===== config.mk =====
export PLATFORM = sky130hd
export DESIGN_NAME = it_seq_ctrl
export DESIGN_NICKNAME = d
export VERILOG_FILES = /design/src/rtl/it_seq_ctrl.sv
export SDC_FILE = /design/constraint.sdc
export NUM_CORES = 1
export LEC_CHECK = 0
export CORE_UTILIZATION = 36
export DETAILED_ROUTE_END_ITERATION = 8
export PLACE_DENSITY_LB_ADDON = 0.1
export SLEW_MARGIN = 20
export SYNTH_ARGS = -nofsm -noshare
export SYNTH_HDL_FRONTEND = slang
export SYNTH_SLANG_ARGS = --single-unit

===== constraint.sdc =====
create_clock -name clk -period 2.35 [get_ports clk]
set_input_delay 0.47 -clock clk [delete_from_list [all_inputs] [get_ports clk]]
set_output_delay 0.47 -clock clk [all_outputs]
set_load 0.02 [all_outputs]

===== src/rtl/it_seq_ctrl.sv =====
// -----------------------------------------------------------------------------
// it_seq_ctrl
//
// Sequencer for Thumb-2 IT blocks in the ARMv7-M core. Holds the live ITSTATE
// byte, loads it from a decoded IT instruction, advances it once per issued
// instruction and evaluates each instruction's condition against the APSR
// flags. Produces the execute/hint decision for pre-decode and exposes the
// ITSTATE byte for the EPSR IT field in the xPSR register block.
//
// Ports
//   clk          clock
//   rst          synchronous, active-high reset
//   inst_valid   an instruction (16- or 32-bit) issues this cycle
//   stall        issue held; ITSTATE frozen
//   it_load      issuing instruction is IT
//   it_field     {firstcond[3:0], mask[3:0]} from the IT instruction
//   flush        exception entry / branch out of block; clears ITSTATE
//   restore      exception return; ITSTATE <= restore_it
//   restore_it   stacked EPSR IT bits packed as ITSTATE[7:0]
//   apsr         {N,Z,C,V,Q}; Q is unused
//   itstate      current ITSTATE
//   in_it_blk    ITSTATE[3:0] != 0
//   cur_cond     condition of the current instruction (1110 outside a block)
//   cond_pass    current condition holds
//   hint_or_exc  execute the current instruction as a NOP
//   it_last      current instruction is the last of the block
//   it_remain    instructions left in the block, including the current one
//   it_err       one-cycle pulse after a rejected IT
// -----------------------------------------------------------------------------
module it_seq_ctrl #(
  parameter logic [7:0] RST_ITSTATE = 8'h00
) (
  input  logic       clk,
  input  logic       rst,
  input  logic       inst_valid,
  input  logic       stall,
  input  logic       it_load,
  input  logic [7:0] it_field,
  input  logic       flush,
  input  logic       restore,
  input  logic [7:0] restore_it,
  input  logic [4:0] apsr,
  output logic [7:0] itstate,
  output logic       in_it_blk,
  output logic [3:0] cur_cond,
  output logic       cond_pass,
  output logic       hint_or_exc,
  output logic       it_last,
  output logic [2:0] it_remain,
  output logic       it_err
);

  // Base condition selected by cur_cond[3:1]; cur_cond[0] inverts the result
  // for every base except ALWAYS.
  typedef enum logic [2:0] {
    BASE_EQ  = 3'b000,  // Z
    BASE_CS  = 3'b001,  // C
    BASE_MI  = 3'b010,  // N
    BASE_VS  = 3'b011,  // V
    BASE_HI  = 3'b100,  // C & ~Z
    BASE_GE  = 3'b101,  // N == V
    BASE_GT  = 3'b110,  // (N == V) & ~Z
    BASE_AL  = 3'b111   // always
  } cond_base_e;

  logic [7:0] itstate_q, itstate_d;
  logic       it_err_q, it_err_d;

  logic       flag_n, flag_z, flag_c, flag_v;
  logic       issue;
  logic       it_illegal;
  logic       advance;
  logic       base_true;
  cond_base_e base_sel;

  assign flag_n = apsr[4];
  assign flag_z = apsr[3];
  assign flag_c = apsr[2];
  assign flag_v = apsr[1];

  // ---------------------------------------------------------------------------
  // Decoded view of the held ITSTATE
  // ---------------------------------------------------------------------------
  assign itstate   = itstate_q;
  assign in_it_blk = (itstate_q[3:0] != 4'b0000);
  assign it_last   = (itstate_q[3:0] == 4'b1000);
  assign cur_cond  = in_it_blk ? itstate_q[7:4] : 4'b1110;
  assign it_err    = it_err_q;

  // The lowest set bit of the mask marks the end of the block; its position
  // gives how many shifts remain before ITSTATE[3:0] empties.
  always_comb begin
    // NOTE: every always_comb output gets a default before any branch so no
    // path leaves it unassigned, which would otherwise infer a latch.
    it_remain = 3'd0;
    if (itstate_q[0])      it_remain = 3'd4;
    else if (itstate_q[1]) it_remain = 3'd3;
    else if (itstate_q[2]) it_remain = 3'd2;
    else if (itstate_q[3]) it_remain = 3'd1;
  end

  // ---------------------------------------------------------------------------
  // Condition evaluation against live flags. Outside a block cur_cond is
  // 1110 (AL), so cond_pass is 1 without a separate override.
  // ---------------------------------------------------------------------------
  assign base_sel = cond_base_e'(cur_cond[3:1]);

  always_comb begin
    base_true = 1'b1;
    unique case (base_sel)
      BASE_EQ: base_true = flag_z;
      BASE_CS: base_true = flag_c;
      BASE_MI: base_true = flag_n;
      BASE_VS: base_true = flag_v;
      BASE_HI: base_true = flag_c & ~flag_z;
      BASE_GE: base_true = (flag_n == flag_v);
      BASE_GT: base_true = (flag_n == flag_v) & ~flag_z;
      BASE_AL: base_true = 1'b1;
      default: base_true = 1'b1;
    endcase
  end

  assign cond_pass = (base_sel == BASE_AL) ? 1'b1 : (base_true ^ cur_cond[0]);

  // An IT instruction is never conditioned by the block it sits in; it either
  // loads a new block or is rejected.
  assign hint_or_exc = inst_valid & in_it_blk & ~cond_pass & ~it_load;

  // ---------------------------------------------------------------------------
  // Next-state selection
  // ---------------------------------------------------------------------------
  assign issue = inst_valid & ~stall;

  // Reject reserved/unpredictable encodings and any IT that is not the last
  // instruction of an enclosing block.
  assign it_illegal = (it_field[7:4] == 4'b1111) ||
                      ((it_field[7:4] == 4'b1110) && (it_field[3:0] != 4'b1000)) ||
                      (in_it_blk && !it_last);

  assign advance = issue & in_it_blk & ~it_load;

  always_comb begin
    itstate_d = itstate_q;
    it_err_d  = 1'b0;
    if (flush) begin
      itstate_d = 8'h00;
    end else if (restore) begin
      itstate_d = restore_it;
    end else if (issue && it_load) begin
      if (it_illegal) begin
        it_err_d = 1'b1;
      end else begin
        itstate_d = it_field;
      end
    end else if (advance) begin
      if (itstate_q[2:0] == 3'b000) begin
        itstate_d = 8'h00;
      end else begin
        // firstcond[3:1] stays; firstcond[0] is refilled from the mask so
        // each instruction picks up its own then/else polarity.
        itstate_d = {itstate_q[7:5], itstate_q[3:0], 1'b0};
      end
    end
  end

  always_ff @(posedge clk) begin
    // NOTE: sequential state uses non-blocking assignments so every register
    // samples values from before the edge, independent of statement order.
    if (rst) begin
      itstate_q <= RST_ITSTATE;
      it_err_q  <= 1'b0;
    end else begin
      itstate_q <= itstate_d;
      it_err_q  <= it_err_d;
    end
  end

endmodule


==> results of run 1 <==
[synthesized netlist by cell type, drive strengths merged (2+ instances only)]
cell type  count
a21oi          6
a221oi         2
buf            3
clkbuf         4
dfxtp          9
inv            5
mux2i          7
nand2          8
nand3          3
nor2          13
nor2b          6
nor4           3
o211a          2
o21ai          4
o221a          3
o221ai         2
or2            4
[per-layer routing]
layer | GRT usage | vias to the layer above | share of wire
li1 | - | 472 | -
met1 | 0.211 | 442 | 0.41
met2 | 0.432 | 42 | 0.53
met3 | 0.0444 | 0 | 0.060
met4 | 0.0333 | 0 | 0
met5 | 0 | - | 0
[power by group]
group | leakage [nW] | internal, mW | switching, mW
registers | 0.0732 | 0.159 | 0.00916
clock network | 0.0177 | 0.0628 | 0.0569
logic | 0.485 | 0.124 | 0.102
total | 0.576 | 0.346 | 0.168
[critical path, stage by stage]
cell and delay, ps:
dlygate4sd2_1 210, nand2_1 60, o32a_1 340, o221ai_2 240, o211a_1 210, o211a_1 160, buf_6 120
[per-stage QoR]
stage / utilization / setup WS (ps) / hold slack, ps / total power, mW / std cells
5_1_grt: 0.691 / 3.78 / 599 / 0.545 / 182
3_3_place_gp: 0.668 / -548 / 535 / 0.392 / 178
3_5_place_dp: 0.668 / -602 / 545 / 0.396 / 178
4_1_cts: 0.684 / 6.06 / 569 / 0.517 / 182
6_report: 0.691 / 71.3 / 568 / 0.514 / 182
2_1_floorplan: - / 232 / 594 / 0.278 / 99
[final timing paths]
| kind | endpoint | depth (start not counted) |
|---|---|---|
| worst max-delay path | hint_or_exc | 7 |
| worst min-delay path | itstate[4]$_SDFFE_PP0P_ | 2 |
| worst max register to register | itstate[0]$_SDFFE_PP0P_ | 7 |
| worst min register to register | itstate[4]$_SDFFE_PP0P_ | 2 |
[flip-flops by register name, indices dropped and copies added (netlist names)]
name and flops:
it_err 1, itstate 8
[area by class of cell]
type	instances	area share
Tap cell	27	0.0247
Clock buffer	3	0.0165
Inverter	5	0.0137
Clock inverter	1	0.00366
Sequential cell	9	0.132
Timing Repair Buffer	59	0.405
Multi-Input combinational cell	78	0.405
[cell families after synthesis]
kind of cell | Yosys count | synth area share
AND/OR/NAND/NOR | 45 | 0.332
AO/OA/AOI/OAI | 26 | 0.270
buffers and inverters | 12 | 0.0732
flip-flops | 9 | 0.234
multiplexers | 7 | 0.0911
[what timing repair did]
item / CTS / global route
hold buffers: 0 / 0
pin swaps: 5 / 0
resized for setup: 17 / 3
cloned: 0 / 0
setup buffers: 0 / 0
setup endpoints to repair: 2 / 3
==> results.py, run 1 <==
metrics = {
    "timing": {
        "report.final.slew_viol_count": 0,
        "rsz0062_at_grt": "no",
        "tightest_slew_ps": 562,
        "final.setup.tns_ps": 0,
        "setup_viol": 0,
        "post-route-min-period_ps": 2280,
        "clock_skew_ps": 8.13,
        "period_share": 0.970,
        "max_freq_mhz": 439,
        "slew_headroom": 0.622,
        "hold_viol": 0,
    },
    "finish": {
        "antenna_cells": 0,
        "final_area_um2": 1370,
        "fillers": 163,
        "syn_to_final_growth_pct": 77.9,
        "fin_nets": 184,
        "seq_area_um2": 180,
        "final_common_cell": "clkdlybuf4s50_1",
        "layout-drive-gt1-share": 0.232,
        "multi_input_area_um2": 554,
        "final_cell_mix": "clkdlybuf4s50_1, nor2_1, buf_4",
    },
    "die": {
        "core_area_um2": 1980,
        "die_h_um": 48.2,
        "die-area_um2": 2330,
        "initial_core_util": 0.388,
        "rows": 16,
        "die_width_um": 48.2,
        "pin_count": 48,
    },
    "critical_path": {
        "path_max_fanout": 2,
        "r2r_setup_slack_ps": 610,
        "crit_path_start": "apsr[2]",
        "path_class": "in -> out",
        "start_kind": "input port",
        "cp.required_ps": 1880,
        "reg2reg_from": "itstate[0]$_SDFFE_PP0P_",
        "crit_arrival_ps": 1810,
        "end_kind": "output pin",
    },
    "grt": {
        "grt_first_pass_wirelength_um": 3390,
        "grt_usage": 0.209,
        "antenna_found_initial": 0,
        "grt_pass1_vias": 843,
        "grt_max_degree": 14,
        "gr-total-overflow": 0,
    },
    "route": {
        "drtPass1Iterations": 4,
        "routedWlPerCell_um": 12.9,
        "wirelength_um": 2340,
        "ant_nets": 0,
        "drc": 0,
        "vias_per_cell": 5.25,
        "first_iter_violations": 15,
        "vias": 956,
    },
    "placement": {
        "dp_hpwl_um": 1850,
        "gp_congestion": 0.757,
        "dpl_cell_area_um2": 1320,
        "port_buffers": 46,
    },
    "run": {
        "cap_violations": 0,
    },
    "logic_synthesis": {
        "synth_edf_count": 0,
        "syn_nets": 127,
        "synthTopCellsByArea": "dfxtp_1, mux2i_1, nor2_1, nor2b_1, o221a_2",
        "ys_ff_latch": 9,
        "synth.avg_cell_area_um2": 7.77,
        "ys_seq_area_frac": 0.234,
        "synth.yosys.warnings": 0,
        "yosysTopAreaCellShare": 0.234,
        "synth_ff_type": "dfxtp_1",
        "synth_top_cell_by_area": "dfxtp_1",
        "syn_area_um2": 769,
        "synthDistinctLibCells": 36,
        "synthArstFlopShare": 0,
        "syn-instance-count": 99,
    },
    "power_and_ir_drop": {
        "p_per_area_nw_per_um2": 376,
        "peakVddDrop_mv": 0.390,
        "power.leakage_nw": 0.576,
    },
    "clock_tree": {
        "worst_skew_pair.late_latency_ps": 270,
        "cts_buffers": 3,
        "h-tree-depth": 1,
        "cts_root_buf": "clkbuf_4",
        "cts_tree": "yes",
        "clock-sinks": 9,
        "clk_pin_slew_ps": 70,
        "cts.path.max_buffers": 2,
    },
    "hold_path": {
        "min_from": "itstate[4]$_SDFFE_PP0P_",
        "min_path_type": "reg -> reg",
    },
    "outcome": {
        "outcome": "complete, no violations",
    },
}
Power figures use the tool's default switching activity.
==> inputs of run 2 (changes only) <==
--- a/config.mk
+++ b/config.mk
@@ -5,6 +5,7 @@
 export SDC_FILE = /design/constraint.sdc
 export NUM_CORES = 1
 export LEC_CHECK = 0
+export CORE_MARGIN = 10
 export CORE_UTILIZATION = 36
 export DETAILED_ROUTE_END_ITERATION = 8
 export PLACE_DENSITY_LB_ADDON = 0.1
==> run 2 against run 1 <==
Against the previous run:
- total power decreased by 1.4%
- die area increased by 89%
- sequential power about the same
- first-iteration DRC count increased to 4.5 times the previous value
- sequential share of layout area about the same
- critical endpoint unchanged
- highest routed layer is now met4
==> results.py, run 2 (same netlist as run 1, synthesis figures left out) <==
metrics = {
    "outcome": {
        "outcome": "complete, no violations",
    },
    "critical_path": {
        "end_kind": "output pin",
        "crit_arrival_ps": 1780,
        "cp.required_ps": 1880,
        "path_class": "in -> out",
        "start_kind": "input port",
        "path_max_fanout": 2,
    },
    "power_and_ir_drop": {
        "p_per_area_nw_per_um2": 371,
        "power_mw": 0.507,
        "pwr-share-comb": 0.447,
        "peakVddDrop_mv": 0.219,
        "p_int_mw": 0.348,
        "power.switching_mw": 0.159,
        "clkPwrFrac": 0.223,
        "swShare": 0.314,
        "seqPwrFrac": 0.330,
        "power.leakage_nw": 0.570,
    },
    "die": {
        "die_width_um": 66.2,
        "rows": 16,
        "die_h_um": 66.2,
        "die-area_um2": 4390,
        "pin_count": 48,
        "initial_core_util": 0.384,
        "core_area_um2": 2000,
    },
    "grt": {
        "grt_first_pass_wirelength_um": 3910,
        "gr-total-overflow": 0,
        "grt_pass1_vias": 859,
        "grt_max_degree": 13,
        "grt_usage": 0.108,
        "antenna_found_initial": 0,
    },
    "timing": {
        "tightest_slew_ps": 467,
        "period_share": 0.957,
        "setup_viol": 0,
        "clock_skew_ps": 1.15,
        "hold_viol": 0,
        "rsz0062_at_grt": "no",
        "max_freq_mhz": 445,
        "slew_headroom": 0.686,
        "post-route-min-period_ps": 2250,
        "report.final.slew_viol_count": 0,
    },
    "clock_tree": {
        "h-tree-depth": 1,
        "clk_pin_slew_ps": 60,
        "cts_buffers": 3,
        "worst_skew_pair.late_latency_ps": 250,
        "cts.hold.buffers_added": 0,
        "postCtsSetupBuffers": 0,
        "clock-sinks": 9,
        "cts_root_buf": "clkbuf_4",
        "cts.path.max_buffers": 2,
        "cts_tree": "yes",
    },
    "route": {
        "drtPass1Iterations": 4,
        "ant_nets": 0,
        "vias_per_cell": 5.12,
        "drc": 0,
        "first_iter_violations": 67,
        "routedWlPerCell_um": 14.2,
        "vias": 932,
        "wirelength_um": 2580,
    },
    "finish": {
        "fin_nets": 184,
        "fillers": 171,
        "largest_reg_flops": 8,
        "syn_to_final_growth_pct": 77.6,
        "antenna_cells": 0,
        "final_cell_mix": "clkdlybuf4s50_1, nor2_1, buf_4",
        "final_common_cell": "clkdlybuf4s50_1",
        "final_area_um2": 1370,
        "layout-drive-gt1-share": 0.232,
    },
    "placement": {
        "port_buffers": 46,
        "dpl_cell_area_um2": 1320,
        "dp_hpwl_um": 2200,
        "gp_congestion": 0.802,
    },
    "run": {
        "cap_violations": 0,
    },
    "hold_path": {
        "min_path_type": "reg -> reg",
    },
}
run 2: changes by cell type in the layout (fill, tap and decap cells not counted):
cell / before / now
clkbuf_1: 0 / 1
clkdlybuf4s50_1: 38 / 40
clkinv_2: 1 / 0
dlymetal6s2s_1: 2 / 0
o21ai_1: 1 / 0
o21ai_2: 0 / 1
run 2: power by group through the flow:
stage	Clock [mW]	Combinational [mW]	Sequential, mW
floorplan	0	0.101	0.177
global placement	0	0.221	0.169
CTS	0.116	0.226	0.166
global route	0.122	0.244	0.168
detailed placement	0	0.225	0.169
finish	0.113	0.227	0.167
run 2: path summary, 6_finish.rpt:
path              depth (start not counted)                    start  slack (ps)                 endpoint
setup / recovery                          7                  apsr[2]         100              hint_or_exc
hold / removal                            2  itstate[4]$_SDFFE_PP0P_         550  itstate[4]$_SDFFE_PP0P_
setup reg to reg                          7  itstate[0]$_SDFFE_PP0P_         570  itstate[6]$_SDFFE_PP0P_
hold reg to reg                           2  itstate[4]$_SDFFE_PP0P_         550  itstate[4]$_SDFFE_PP0P_
run 2: per-stage QoR:
| stage | hold WS [ps] | setup slack (ps) | setup TNS, ps | instances | util |
|---|---|---|---|---|---|
| floorplan | 594 | 232 | 0 | 99 | - |
| global placement | 533 | -564 | -1040 | 178 | 0.661 |
| detailed placement | 533 | -625 | -1400 | 178 | 0.661 |
| CTS | 555 | 34.1 | 0 | 182 | 0.676 |
| global route | 591 | 20.6 | 0 | 182 | 0.683 |
| finish | 547 | 102 | 0 | 182 | 0.683 |
run 2: repair_timing:
| action | CTS | global route |
|---|---|---|
| gates resized for setup | 17 | 2 |
| hold endpoints to repair | 0 | 0 |
| setup endpoints to repair | 2 | 4 |
| pin swaps | 5 | 0 |
| cloned | 0 | 0 |
run 2: final cells by class:
class,count,area (um^2),area share
Multi-Input combinational cell,78,558,0.408
Timing Repair Buffer,59,549,0.402
Sequential cell,9,180,0.132
Tap cell,27,33.8,0.0247
Clock buffer,4,26.3,0.0192
Inverter,5,18.8,0.0137
run 2: worst max-delay path: stages:
cell and delay, ps:
dlygate4sd2_1 210, nand2_1 50, o32a_1 340, o221ai_2 230, o211a_1 200, o211a_1 150, buf_6 120
run 2: metal layers:
layer / vias up / global-route usage / part of all wire
met2: 29 / 0.181 / 0.48
met4: 0 / 0.0393 / 0.0066
met5: - / 0 / 0
li1: 475 / - / -
met1: 426 / 0.130 / 0.43
met3: 2 / 0.0271 / 0.077
==> inputs of run 3 (changes only) <==
--- a/config.mk
+++ b/config.mk
@@ -9,7 +9,6 @@
 export CORE_UTILIZATION = 36
 export DETAILED_ROUTE_END_ITERATION = 8
 export PLACE_DENSITY_LB_ADDON = 0.1
-export SLEW_MARGIN = 20
 export SYNTH_ARGS = -nofsm -noshare
 export SYNTH_HDL_FRONTEND = slang
 export SYNTH_SLANG_ARGS = --single-unit
==> results of run 3 <==
Same layout as run 2: the final DEF is identical, and so are final timing and power.
